File: config.mk
export PLATFORM = sky130hd
export DESIGN_NAME = perf_counter_bank
export DESIGN_NICKNAME = d
export VERILOG_FILES = /design/src/rtl/perf_counter_bank.sv
export SDC_FILE = /design/constraint.sdc
export NUM_CORES = 1
export LEC_CHECK = 0
export CAP_MARGIN = 5
export CORE_ASPECT_RATIO = 2
export CORE_MARGIN = 2
export CORE_UTILIZATION = 35
export DETAILED_ROUTE_END_ITERATION = 10
export PLACE_DENSITY = 0.52
export REMOVE_ABC_BUFFERS = 1
export SLEW_MARGIN = 15
export SYNTH_ARGS = -nofsm -noshare
export SYNTH_HDL_FRONTEND = slang
export SYNTH_SLANG_ARGS = --single-unit
File: constraint.sdc
create_clock -name clk -period 5.1 [get_ports clk]
set_clock_uncertainty 0.2 [all_clocks]
set_input_delay 1.02 -clock clk [delete_from_list [all_inputs] [get_ports clk]]
set_output_delay 1.02 -clock clk [all_outputs]
set_load 0.02 [all_outputs]
File: src/rtl/perf_counter_bank.sv
// perf_counter_bank
// Performance-monitor counter bank for the pipelined MIPS core.
// Counter 0 counts elapsed run cycles; counters 1..NUM_EVENTS count the
// strobes on event_in[0..NUM_EVENTS-1]. A small IDLE/RUN/HALTED state
// machine gates counting, a snapshot copies the live counters into shadow
// registers atomically, and rd_data is a registered indexed readout.
//
// Control handshake: there is no valid/ready pair on this block. Every input
// is sampled on each rising edge, and every output is a register updated on
// that edge. rd_data always reflects the selection presented one edge
// earlier (fixed one-cycle latency, no stall), so a reader simply holds
// rd_sel/rd_snap for one edge and takes rd_data after it.

module perf_counter_bank #(
   parameter int NUM_EVENTS = 4,
   parameter int CNT_WIDTH  = 32,
   parameter bit SATURATE   = 1'b1,
   localparam int SEL_W     = $clog2(NUM_EVENTS + 1)
) (
   input  logic                  clk,
   input  logic                  rst_n,
   input  logic                  enable,
   input  logic                  clear,
   input  logic                  halt_in,
   input  logic [NUM_EVENTS-1:0] event_in,
   input  logic                  snapshot_req,
   input  logic [SEL_W-1:0]      rd_sel,
   input  logic                  rd_snap,
   output logic [CNT_WIDTH-1:0]  rd_data,
   output logic                  snap_valid,
   output logic [NUM_EVENTS:0]   overflow,
   output logic                  running
);

   // Counter 0 is the cycle counter; counter i is event channel i-1.
   localparam int NC = NUM_EVENTS + 1;

   localparam logic [CNT_WIDTH-1:0] CNT_ONE  = CNT_WIDTH'(1);
   // Value a counter takes when it increments past all-ones.
   localparam logic [CNT_WIDTH-1:0] CNT_OVF  = {CNT_WIDTH{SATURATE}};

   typedef enum logic [1:0] {
      ST_IDLE   = 2'd0,
      ST_RUN    = 2'd1,
      ST_HALTED = 2'd2
   } state_t;

   state_t               state;

   logic [CNT_WIDTH-1:0] live        [NC];
   logic [CNT_WIDTH-1:0] live_next   [NC];
   logic [CNT_WIDTH-1:0] shadow      [NC];
   logic [CNT_WIDTH-1:0] shadow_next [NC];
   logic [NC-1:0]        hit;
   logic [NC-1:0]        ovf_set;
   logic                 count_en;
   logic                 snap_take;
   logic [CNT_WIDTH-1:0] rd_next;

   // Counting and snapshots both yield to clear; the cycle counter always
   // "hits" while counting, the event counters hit on their strobe.
   assign count_en  = (state == ST_RUN) && !clear;
   assign snap_take = snapshot_req && !clear;
   assign hit       = {event_in, 1'b1};

   // Run-control state machine; running is registered alongside the state
   // so it always equals (state == ST_RUN).
   always_ff @(posedge clk or negedge rst_n) begin
      if (!rst_n) begin
         state   <= ST_IDLE;
         running <= 1'b0;
      end else if (clear) begin
         // clear wins over enable and halt_in on the same edge.
         state   <= ST_IDLE;
         running <= 1'b0;
      end else begin
         case (state)
            ST_IDLE: begin
               if (enable) begin
                  state   <= ST_RUN;
                  running <= 1'b1;
               end
            end
            ST_RUN: begin
               if (halt_in) begin
                  state   <= ST_HALTED;
                  running <= 1'b0;
               end else if (!enable) begin
                  state   <= ST_IDLE;
                  running <= 1'b0;
               end
            end
            ST_HALTED: begin
               // Frozen until clear or reset.
               state   <= ST_HALTED;
               running <= 1'b0;
            end
            default: begin
               state   <= ST_IDLE;
               running <= 1'b0;
            end
         endcase
      end
   end

   // Next live value per counter, including overflow handling; the shadow
   // copy takes the post-increment value so a snapshot is atomic.
   always_comb begin
      for (int i = 0; i < NC; i++) begin
         live_next[i] = live[i];
         ovf_set[i]   = 1'b0;
         if (clear) begin
            live_next[i] = '0;
         end else if (count_en && hit[i]) begin
            if (&live[i]) begin
               ovf_set[i]   = 1'b1;
               live_next[i] = CNT_OVF;
            end else begin
               live_next[i] = live[i] + CNT_ONE;
            end
         end
         shadow_next[i] = snap_take ? live_next[i] : shadow[i];
      end
   end

   // Readout mux; selecting past the last channel reads as zero.
   always_comb begin
      rd_next = '0;
      if (int'(rd_sel) < NC) begin
         rd_next = rd_snap ? shadow_next[rd_sel] : live_next[rd_sel];
      end
   end

   // Counter, shadow, flag and readout registers.
   always_ff @(posedge clk or negedge rst_n) begin
      if (!rst_n) begin
         for (int i = 0; i < NC; i++) begin
            live[i]   <= '0;
            shadow[i] <= '0;
         end
         overflow   <= '0;
         snap_valid <= 1'b0;
         rd_data    <= '0;
      end else begin
         for (int i = 0; i < NC; i++) begin
            live[i]   <= live_next[i];
            shadow[i] <= shadow_next[i];
         end
         if (clear) begin
            overflow   <= '0;
            snap_valid <= 1'b0;
         end else begin
            overflow   <= overflow | ovf_set;
            snap_valid <= snap_valid | snapshot_req;
         end
         rd_data <= rd_next;
      end
   end

endmodule

==> results.md <==
| Metric | This run | Unit |
| --- | --- | --- |
| DRC errors left | 0 | - |
| Diodes inserted | 0 | - |
| Final global-route overflow total | 0 | - |
| Global-route wire length before repair | 113400 | um |
| Worst hold path class | in -> async | - |
| Post-synthesis xor/xnor area fraction | 4.325 | % |
| Highest metal used | met4 | - |
| Die Span Y | 332.0 | um |
| Multiplexer share of the synthesized area | 3.435 | % |
| Post-Place Worst Slack | 684.7 | ps |
| Avg WL per Cell | 26.98 | um |
| I/O pins | 53 | - |
| Leakage | 9.004 | nW |
| Sequential-to-total area share from yosys stat | 47.97 | % |
| R2R Setup Slk | 1280 | ps |
| Number of warnings printed during yosys synthesis | 0 | - |
| Mapped Area | 18830 | um2 |
| Final clock period utilization by the worst path | 76.95 | % |
| Highest net fanout along the worst path | 3 | - |
| Number of flops mapped to enable cells by yosys | 0 | - |
| Final hold violation count | 0 | - |
| Fin nets | 2178 | - |
| Largest family of logic cells by synthesized area | simple AND/OR/NAND/NOR gates | - |
| Pins Over Slew Limit | 0 | - |
| Maximum buffer depth of the clock tree | 3 | - |
| Number of buffers added by the clock tree synthesis step | 36 | - |
| Area fraction in compound gates after synthesis | 16.38 | % |
| Status | finished clean | - |
| Cell taking the most area after synthesis | dfrtp_1 | - |
| Pin count of the biggest net entering global routing | 92 | - |
| # setup viols final | 0 | - |
| Peak supply drop | 0.0001673 | V |
| Post-synthesis async set-or-reset flop share | 100.0 | % |
| Fraction of the mapped netlist area in adder cells | 0.3322 | % |
| Clock Tree Root | clkbuf_16 | - |
| Arrival time reported for the critical path endpoint | 4150 | ps |
| CP startpoint kind | primary input | - |
| Relative slew slack | 38.37 | % |
| Worst setup EP type | flop | - |
| Power per unit of standard cell area | 292.3 | nW/um2 |
| Reg-to-reg startpoint | live[101]$_DFF_PN0_ | - |
| Area fraction of the dominant cell type after synthesis | 47.97 | % |
| Die X-Extent | 168.0 | um |
| Number of hold-repair buffers added at the cts stage | 0 | - |
| Final ANT Viol Nets | 0 | - |
| Clock edge transition at the registers on the reported setup and hold paths | 60 | ps |
| Count of unique library cells instantiated by Yosys | 80 | - |
| Slew of the pin with the lowest slew margin | 916.0 | ps |
| Ratio of cells with drive above 1 in the final layout | 8.513 | % |
| Routability Congestion | 1.027 | - |
| Biggest area contributors in the synthesized netlist | dfrtp_1 48%, nor2_1 7.1%, nand2_1 4.6%, o21ai_0 4.3%, a21oi_1 3.0% | - |
| Number of synthesized register bits | 361 | - |
| Via density per instance | 6.026 | - |
| Top flip-flop cell by instance count after synthesis | dfrtp_1 | - |
| Tot GR Track Use | 27.56 | % |
| H-tree depth reported by CTS | 2 | - |
| Initial antenna violation count | 0 | - |
| Met2 wire length | 40720 | um |
| # resized after CTS | 0 | - |
| Worst-Skew Late Latency | 560 | ps |
| Required @ worst endpoint | 5330 | ps |
| Drt first pass iters | 6 | - |
| Worst Reg-to-Reg Cells | 7 | - |
| Layout Cell Area excl Fill | 21540 | um2 |
| FMAX | 254.8 | MHz |
| Basic-gate share of the synthesized area counting and, or, nand and nor cells | 24.37 | % |
| Setup Crit Path Kind | in -> reg | - |
| RSZ-0062 raised after global routing | no | - |
| Number of global-route vias before repair | 17514 | - |
| CTS tree | yes | - |
| TritonCTS sink count | 361 | - |
| Count of mapped cells out of synthesis | 2122 | - |
| Placed inst area | 20390 | um2 |
| Count of fill cells added during filler insertion | 5287 | - |
| Final sum of negative setup slack | 0 | ps |
| Sum of net half-perimeters after detailed placement | 57340 | um |
| Post-CTS repair timing setup buffer count | 0 | - |
| Average size of a mapped cell | 8.875 | um2 |
| Starting density of the core | 35.33 | % |
| Die outline area | 55790 | um2 |
| Met1 wire length | 26550 | um |
| Setup slack after layout | 1176 | ps |
| Synth-to-layout area growth | 14.39 | % |
| Via total after detailed routing | 17210 | - |
| Area of the placeable core | 53300 | um2 |
| Number of rows in the core area | 120 | - |
| Period minus WS final | 3924 | ps |
| Number of buffers inserted by port buffering | 52 | - |
| Routed WL | 77060 | um |
| Number of DRC markers in iteration 0 | 1474 | - |
| Number of max-capacitance violations reported | 0 | - |
| Routed wl met3 | 3547 | um |
| Worst Hold Margin | 243.9 | ps |
| Reg-to-reg endpoint | rd_data[1]$_DFF_PN0_ | - |
==> report_power, final <==
| part | total [mW] | switching (mW) | internal (mW) |
|---|---|---|---|
| Clock | 2.71 | 1.20 | 1.51 |
| Combinational | 0.597 | 0.418 | 0.178 |
| Sequential | 2.99 | 0.0397 | 2.95 |
==> layer usage <==
layer	up-vias	track usage [%]
met1	8593	28.76
li1	7702	-
met5	-	0
met3	245	2.693
met4	0	19.15
met2	670	51.26
==> metrics by stage <==
step / total power [mW] / cells / util [%]
final: 6.296 / 2856 / 40.42
after global routing: 6.502 / 2856 / 40.42
after CTS: 6.345 / 2856 / 40.42
after detailed placement: 3.635 / 2792 / 38.25
after global placement: 3.629 / 2792 / 38.25
after floorplan: 3.292 / 1989 / -
==> registers in the layout (all words and copies together), names as in the netlist <==
| signal | flops |
|---|---|
| live | 160 |
| shadow | 160 |
| rd_data | 32 |
| overflow | 5 |
| state | 2 |
| running | 1 |
| snap_valid | 1 |
==> area by class of cell <==
cell class,count,area [um2],area share (%)
clock buffers,56,1077,5.001
clock inverters,8,76.32,0.3543
inverters,20,75.07,0.3485
multi-input cells,1608,9240,42.89
flip-flops and latches,361,9034,41.94
well taps,671,839.6,3.897
repair buffers,132,1200,5.570
==> worst max-delay path, stage by stage <==
cell,delay (ps)
clkdlybuf4s50_1,590
nand4bb_1,150
or4_1,620
o31a_1,300
nor3_1,590
a21oi_1,200
a22oi_1,280
nand3_1,110
o221a_2,290
==> kinds of logic (layout without fill, tap and decap cells) <==
| logic type | after synthesis | after routing |
|---|---|---|
| AOI/OAI and AO/OA | 495 | 495 |
| xor gates and xnor gates | 93 | 93 |
| adders and majority gates | 5 | 5 |
| buffers and inverters | 153 | 216 |
| DFF | 361 | 361 |
| muxes | 60 | 60 |
| and+or+nand+nor | 955 | 955 |
==> how the worst max path moves through the flow <==
stage,start,endpoint,slack (ps),cells past startpoint
after floorplan,clear,rd_data[3]$_DFF_PN0_,-2210,6
after global placement,event_in[2],rd_data[21]$_DFF_PN0_,740,9
after detailed placement,event_in[2],rd_data[21]$_DFF_PN0_,680,9
after CTS,event_in[2],rd_data[21]$_DFF_PN0_,1250,9
after global routing,event_in[1],rd_data[18]$_DFF_PN0_,1010,10
final,event_in[2],rd_data[21]$_DFF_PN0_,1180,9
==> synth_stat cells, types with 7 or more instances <==
library cell	number
dfrtp_1	361
nor2_1	354
nand2_1	232
o21ai_0	161
a21oi_1	113
clkbuf_1	101
nand3_1	78
nand4_1	58
xnor2_1	50
nor3_1	45
xor2_1	43
mux2i_1	41
a31oi_1	40
nor4_1	32
and3_1	31
and4_1	27
and2_1	26
a211oi_1	24
o211ai_1	23
a22oi_1	22
a221oi_1	20
buf_1	19
inv_1	18
mux2_2	17
or3_1	14
buf_2	9
o21a_1	9
a32oi_1	8
a41oi_1	8
nand2b_1	8
or4_1	8
o31ai_1	7
or2_2	7
==> cells in the final DEF (no fill, tap or decap), types with 9 or more instances in the layout <==
cell type,n
buf_4,75
clkbuf_1,11
nor4_1,32
dfrtp_1,361
and4_1,27
inv_1,18
o21ai_0,161
mux2i_1,41
o21a_1,9
a31oi_1,40
clkbuf_16,37
nand2_1,231
or3_1,14
a211oi_1,24
nor3_1,43
mux2_2,17
nand3_1,78
xnor2_1,50
nor2_1,353
and3_1,31
o211ai_1,23
xor2_1,43
a22oi_1,22
nand4_1,58
a21oi_1,113
clkdlybuf4s50_1,49
a221oi_1,20
and2_1,26
Note: power is estimated with default switching activity, not from simulation.
